### config.mk
export PLATFORM = sky130hd
export DESIGN_NAME = com_pixel_feeder
export DESIGN_NICKNAME = d
export VERILOG_FILES = /design/src/rtl/com_pixel_feeder.sv
export SDC_FILE = /design/constraint.sdc
export NUM_CORES = 1
export LEC_CHECK = 0
export ABC_AREA = 1
export BUFFER_PORTS_ARGS = -buffer_cell sky130_fd_sc_hd__buf_4
export CORE_UTILIZATION = 45
export DETAILED_ROUTE_END_ITERATION = 16
export GPL_ROUTABILITY_DRIVEN = 1
export PLACE_DENSITY = 0.78
export SYNTH_ARGS = -nofsm -noshare
export SYNTH_HDL_FRONTEND = slang
export SYNTH_SLANG_ARGS = --single-unit
### constraint.sdc
create_clock -name clk_in -period 2.2 [get_ports clk_in]
set_input_delay 0.33 -clock clk_in [delete_from_list [all_inputs] [get_ports clk_in]]
set_output_delay 0.33 -clock clk_in [all_outputs]
set_load 0.02 [all_outputs]
### src/rtl/com_pixel_feeder.sv
// com_pixel_feeder: producer side of the center_of_mass pixel interface.
// Forwards in-ROI masked pixels, pulses tabulate_out once per frame after a
// flush gap, then waits for com_valid_in. A frame already in progress when the
// result arrives is skipped whole.
// Ports: clk_in, rst_in (async, active low); hcount_in/vcount_in/pix_valid_in/
// mask_in pixel stream; com_valid_in result ready; x_out/y_out/valid_out and
// tabulate_out to center_of_mass; frame_pixels_out, frame_count_out,
// dropped_out, timeout_out status.
module com_pixel_feeder #(
  parameter int H_ACTIVE     = 1024,
  parameter int V_ACTIVE     = 768,
  parameter int ROI_X_MIN    = 0,
  parameter int ROI_X_MAX    = 1023,
  parameter int ROI_Y_MIN    = 0,
  parameter int ROI_Y_MAX    = 767,
  parameter int TAB_GAP      = 8,
  parameter int WAIT_TIMEOUT = 65535
) (
  input  logic        clk_in,
  input  logic        rst_in,
  input  logic [10:0] hcount_in,
  input  logic [9:0]  vcount_in,
  input  logic        pix_valid_in,
  input  logic        mask_in,
  input  logic        com_valid_in,
  output logic [10:0] x_out,
  output logic [9:0]  y_out,
  output logic        valid_out,
  output logic        tabulate_out,
  output logic [19:0] frame_pixels_out,
  output logic [15:0] frame_count_out,
  output logic        dropped_out,
  output logic        timeout_out
);

  localparam int GW = (TAB_GAP > 1) ? $clog2(TAB_GAP) : 1;
  localparam int WW = (WAIT_TIMEOUT > 1) ? $clog2(WAIT_TIMEOUT) : 1;

  localparam logic [10:0] H_LAST = 11'(H_ACTIVE - 1);
  localparam logic [9:0]  V_LAST = 10'(V_ACTIVE - 1);
  localparam logic [10:0] X_MIN  = 11'(ROI_X_MIN);
  localparam logic [10:0] X_MAX  = 11'(ROI_X_MAX);
  localparam logic [9:0]  Y_MIN  = 10'(ROI_Y_MIN);
  localparam logic [9:0]  Y_MAX  = 10'(ROI_Y_MAX);

  localparam logic [GW-1:0] GAP_LAST  = GW'(TAB_GAP - 1);
  localparam logic [WW-1:0] WAIT_LAST = WW'(WAIT_TIMEOUT - 1);

  typedef enum logic [2:0] {
    SYNC,
    SCAN,
    GAP,
    TAB,
    WAIT,
    SKIP
  } state_t;

  state_t        state_q, state_d;
  logic [10:0]   x_q, x_d;
  logic [9:0]    y_q, y_d;
  logic          valid_q, valid_d;
  logic [19:0]   pix_cnt_q, pix_cnt_d;
  logic [19:0]   fpix_q, fpix_d;
  logic [15:0]   fcnt_q, fcnt_d;
  logic [GW-1:0] gap_q, gap_d;
  logic [WW-1:0] wait_q, wait_d;
  logic          seen_q, seen_d;

  logic fe;
  logic hit;
  logic seen_now;
  logic dropped;
  logic timeout;

  assign fe = pix_valid_in
           && (hcount_in == H_LAST)
           && (vcount_in == V_LAST);

  assign hit = pix_valid_in && mask_in
            && (hcount_in >= X_MIN)
            && (hcount_in <= X_MAX)
            && (vcount_in >= Y_MIN)
            && (vcount_in <= Y_MAX);

  always_comb begin
    state_d   = state_q;
    x_d       = x_q;
    y_d       = y_q;
    valid_d   = 1'b0;
    pix_cnt_d = pix_cnt_q;
    fpix_d    = fpix_q;
    fcnt_d    = fcnt_q;
    gap_d     = gap_q;
    wait_d    = wait_q;
    seen_d    = seen_q;
    seen_now  = 1'b0;
    dropped   = 1'b0;
    timeout   = 1'b0;

    unique case (state_q)
      SYNC: begin
        if (fe) state_d = SCAN;
      end

      SCAN: begin
        if (hit) begin
          x_d     = hcount_in;
          y_d     = vcount_in;
          valid_d = 1'b1;
          if (pix_cnt_q != '1)
            pix_cnt_d = pix_cnt_q + 20'd1;
        end
        if (fe) begin
          gap_d = '0;
          // With no flush gap, TAB follows fe directly so the
          // fe-to-tabulate distance stays TAB_GAP+1.
          state_d = (TAB_GAP == 0) ? TAB : GAP;
        end
      end

      GAP: begin
        if (gap_q == GAP_LAST)
          state_d = TAB;
        else
          gap_d = gap_q + 1'b1;
      end

      TAB: begin
        fpix_d    = pix_cnt_q;
        pix_cnt_d = '0;
        fcnt_d    = fcnt_q + 16'd1;
        seen_d    = 1'b0;
        wait_d    = '0;
        state_d   = WAIT;
      end

      WAIT: begin
        // A pixel this cycle already makes the next frame partial.
        seen_now = seen_q | pix_valid_in;
        seen_d   = seen_now;
        if (com_valid_in) begin
          state_d = seen_now ? SKIP : SCAN;
        end else if (wait_q == WAIT_LAST) begin
          timeout = 1'b1;
          state_d = seen_now ? SKIP : SCAN;
        end else begin
          wait_d = wait_q + 1'b1;
        end
      end

      SKIP: begin
        if (fe) begin
          dropped = 1'b1;
          state_d = SCAN;
        end
      end

      default: state_d = SYNC;
    endcase
  end

  always_ff @(posedge clk_in or negedge rst_in) begin
    if (!rst_in) begin
      state_q   <= SYNC;
      x_q       <= '0;
      y_q       <= '0;
      valid_q   <= 1'b0;
      pix_cnt_q <= '0;
      fpix_q    <= '0;
      fcnt_q    <= '0;
      gap_q     <= '0;
      wait_q    <= '0;
      seen_q    <= 1'b0;
    end else begin
      state_q   <= state_d;
      x_q       <= x_d;
      y_q       <= y_d;
      valid_q   <= valid_d;
      pix_cnt_q <= pix_cnt_d;
      fpix_q    <= fpix_d;
      fcnt_q    <= fcnt_d;
      gap_q     <= gap_d;
      wait_q    <= wait_d;
      seen_q    <= seen_d;
    end
  end

  assign x_out            = x_q;
  assign y_out            = y_q;
  assign valid_out        = valid_q;
  assign tabulate_out     = (state_q == TAB);
  assign frame_pixels_out = fpix_q;
  assign frame_count_out  = fcnt_q;
  assign dropped_out      = dropped;
  assign timeout_out      = timeout;

endmodule

==> impl_metrics.ini <==
[outcome]
status = finished with violations
violated_checks = negative hold slack

[route]
first_pass_drt_iterations = 6
routed_wirelength_um = 11170
initialDrtViolationCount = 255
remaining_design_rule_violation_count = 0
via_count = 4471
ant_nets = 0
average_via_count_per_standard_cell = 4.973
wire_per_inst_um = 12.42

[clock_network]
postCtsSetupRepairBufs = 0
cts.sinks = 101
clock_insertion_delay_worst_skew_ns = 0.37
cts_root_buf = clkbuf_8
cts_hold_buf = 0
cts_tree = done
cts_repair_resized_insts = 0
cts-buffers-inserted = 9
worst_setup_hold_path_clk_slew_ns = 0.09
cts.path.max_buffers = 2
htreeDepth = 3

[global_route]
largest_net_degree_at_the_start_of_global_routing = 102
global_route.usage.total_pct = 20.79
grt_antenna_before_repair = 0
grt_overflow = 0
first_pass_grt_wire_length_um = 19300
first_global_vias = 4303

[synthesis]
fraction_of_registers_with_async_set_or_reset_after_synthesis_pct = 100.0
yosys.area.top_type_share_pct = 49.96
post_synth_num_cell_types = 30
syn-num-nets = 699
netlist_area_um2 = 5059
yosys_register_bits = 101
synthesis.instances = 667
synth_area_per_cell_um2 = 7.584
main_area_contributors_after_synthesis = dfrtp_1 (50%), nand2_1 (20%), nor2_1 (4.5%), o21ai_0 (4.1%), nand3_1 (4.0%)
synth_area_leader_cell = dfrtp_1
synth.yosys.warnings = 0
synth_enable_flop_cells = 0
seq_area_frac_synth_pct = 49.96
synth_top_flop_cell = dfrtp_1

[place]
pre_cts_setup_slack_ns = 0.3945
buffers_on_ports = 86
dp_hpwl_um = 8195
gp_routability_congestion = 0.8962

[timing]
skew_ns = 0.007814
timing.final.setup_violations = 0
fin_hold_ws_ns = -0.02559
final_min_period_over_clock_period_pct = 94.45
finalWorstPathRequiredPeriod_ns = 2.078
relSlewSlack_pct = 63.92
final.setup.worst_slack_ns = 0.1220
finalHoldViolations = 17
fin_setup_tns_ns = 0
unrepaired_setup_endpoints_after_global_routing = no
max_clock_freq_ghz = 0.4812
final_max_slew_viol_count = 0
tightestPinTransition_ns = 0.5411

[critical_path]
start_kind = flop
arrival_ns = 1.75
crit_path_end_kind = output pin
crit_path_kind = reg2out
required_ns = 1.87
cp_max_fo = 6

[pwr]
power_density_over_cell_area_nw_per_um2 = 951.3
ir_drop_mv = 0.5420
fin_total_pwr_mw = 5.797
p_leak_nw = 3.059

[final_layout]
final_net_count = 786
final_common_cell = nand2_1
area_delta_synth_final_pct = 20.48
most-common-layout-cells = nand2_1 (273), dfrtp_1 (100), buf_4 (91)
insertedDiodeCount = 0
fraction_of_final_layout_cells_sized_beyond_drive_strength_1_pct = 17.13
post-route-util_pct = 55.98
fillerInstances = 987
multi_input_area_um2 = 2246
regArea_um2 = 2529

[min_path]
hold_class = in2async

[floorplanning]
floorplan.die.width_um = 108.0
initial_utilization_pct = 46.46
row_count = 38
core_region_area_um2 = 10890
floorplan.io_pins = 87
area_of_the_die_um2 = 11670
die_h_um = 108.0

[job]
max_cap_violations = 0
path summary, 6_finish.rpt:
| path | startpoint | end | slack (ns) | depth (start not counted) |
|---|---|---|---|---|
| max in group asynchronous | rst_in | wait_q[11] | 1.79 | 2 |
| setup reg to reg | pix_cnt_q[0] | pix_cnt_q[12] | 0.36 | 9 |
| hold / removal | rst_in | y_out[5] | -0.03 | 2 |
| min in group clk_in | hcount_in[4] | x_out[4] | 0.17 | 3 |
| hold reg to reg | x_out[5] | x_out[5] | 0.48 | 2 |
| setup / recovery | wait_q[0] | timeout_out | 0.12 | 7 |
synth_stat cells (3+ instances only):
cell type,number
o21ai_1,15
or2_2,5
nor2_2,3
inv_1,51
xnor2_1,7
nor3_1,4
o21ai_0,41
inv_2,4
buf_2,11
xor2_1,13
dfrtp_1,101
clkbuf_1,6
nand2_1,273
a21oi_1,5
nor2_1,60
nand4_1,7
nand3_1,40
ha_1,6
state kept, by name, indices dropped and copies added (netlist names):
name and cells:
y_out 10, pix_cnt_q 20, seen_q 1, valid_out 1, gap_q 3, frame_pixels_out 20
frame_count_out 16, wait_q 16, state_q 3, x_out 11
critical path, cell delays in order, from the launching register on:
cell and delay (ns):
dfrtp_1 0.44, inv_1 0.10, ha_1 0.16, nand4_1 0.09, nor2_1 0.10, nand2_1 0.11, nor3_1 0.20, buf_4 0.18
cell type report:
type                    count  area share [%]
multi-input cells         493           36.85
flip-flops and latches    101           41.49
repair buffers             94           12.05
clock inverters             5          0.9649
inverters                  55           3.449
well taps                 140           2.874
clock buffers              11           2.320
per-layer routing:
layer / up-vias / global-route usage, % / wire (um)
li1: 2256 / - / -
met1: 2121 / 25.13 / 4832
met2: 80 / 36.21 / 5765
met3: 14 / 5.244 / 402
met4: 0 / 6.556 / 165
met5: - / 0 / 0
through the flow:
stage	hold slack, ns	cells	area [um2]
final	-0.02559	899	6095
after global routing	0.02952	899	6095
after CTS	0.02318	899	6080
after detailed placement	0.4359	883	5879
after global placement	0.4301	883	5879
after floorplan	0.03441	667	5059
logic make-up after synthesis:
logic type	synth area share, %
AND/OR/NAND/NOR	32.70
flip-flops	49.96
buffers and inverters	5.763
AO/OA/AOI/OAI	6.629
XOR/XNOR	3.463
adder cells (fa/ha/maj)	1.484
where the power goes:
part | internal, mW | leakage, nW | switching, mW | total [mW]
sequential | 2.21 | 1.36 | 0.293 | 2.51
clock | 0.559 | 0.0959 | 0.633 | 1.19
combinational | 0.764 | 1.61 | 1.34 | 2.10
(Power assumes the default switching activity.)
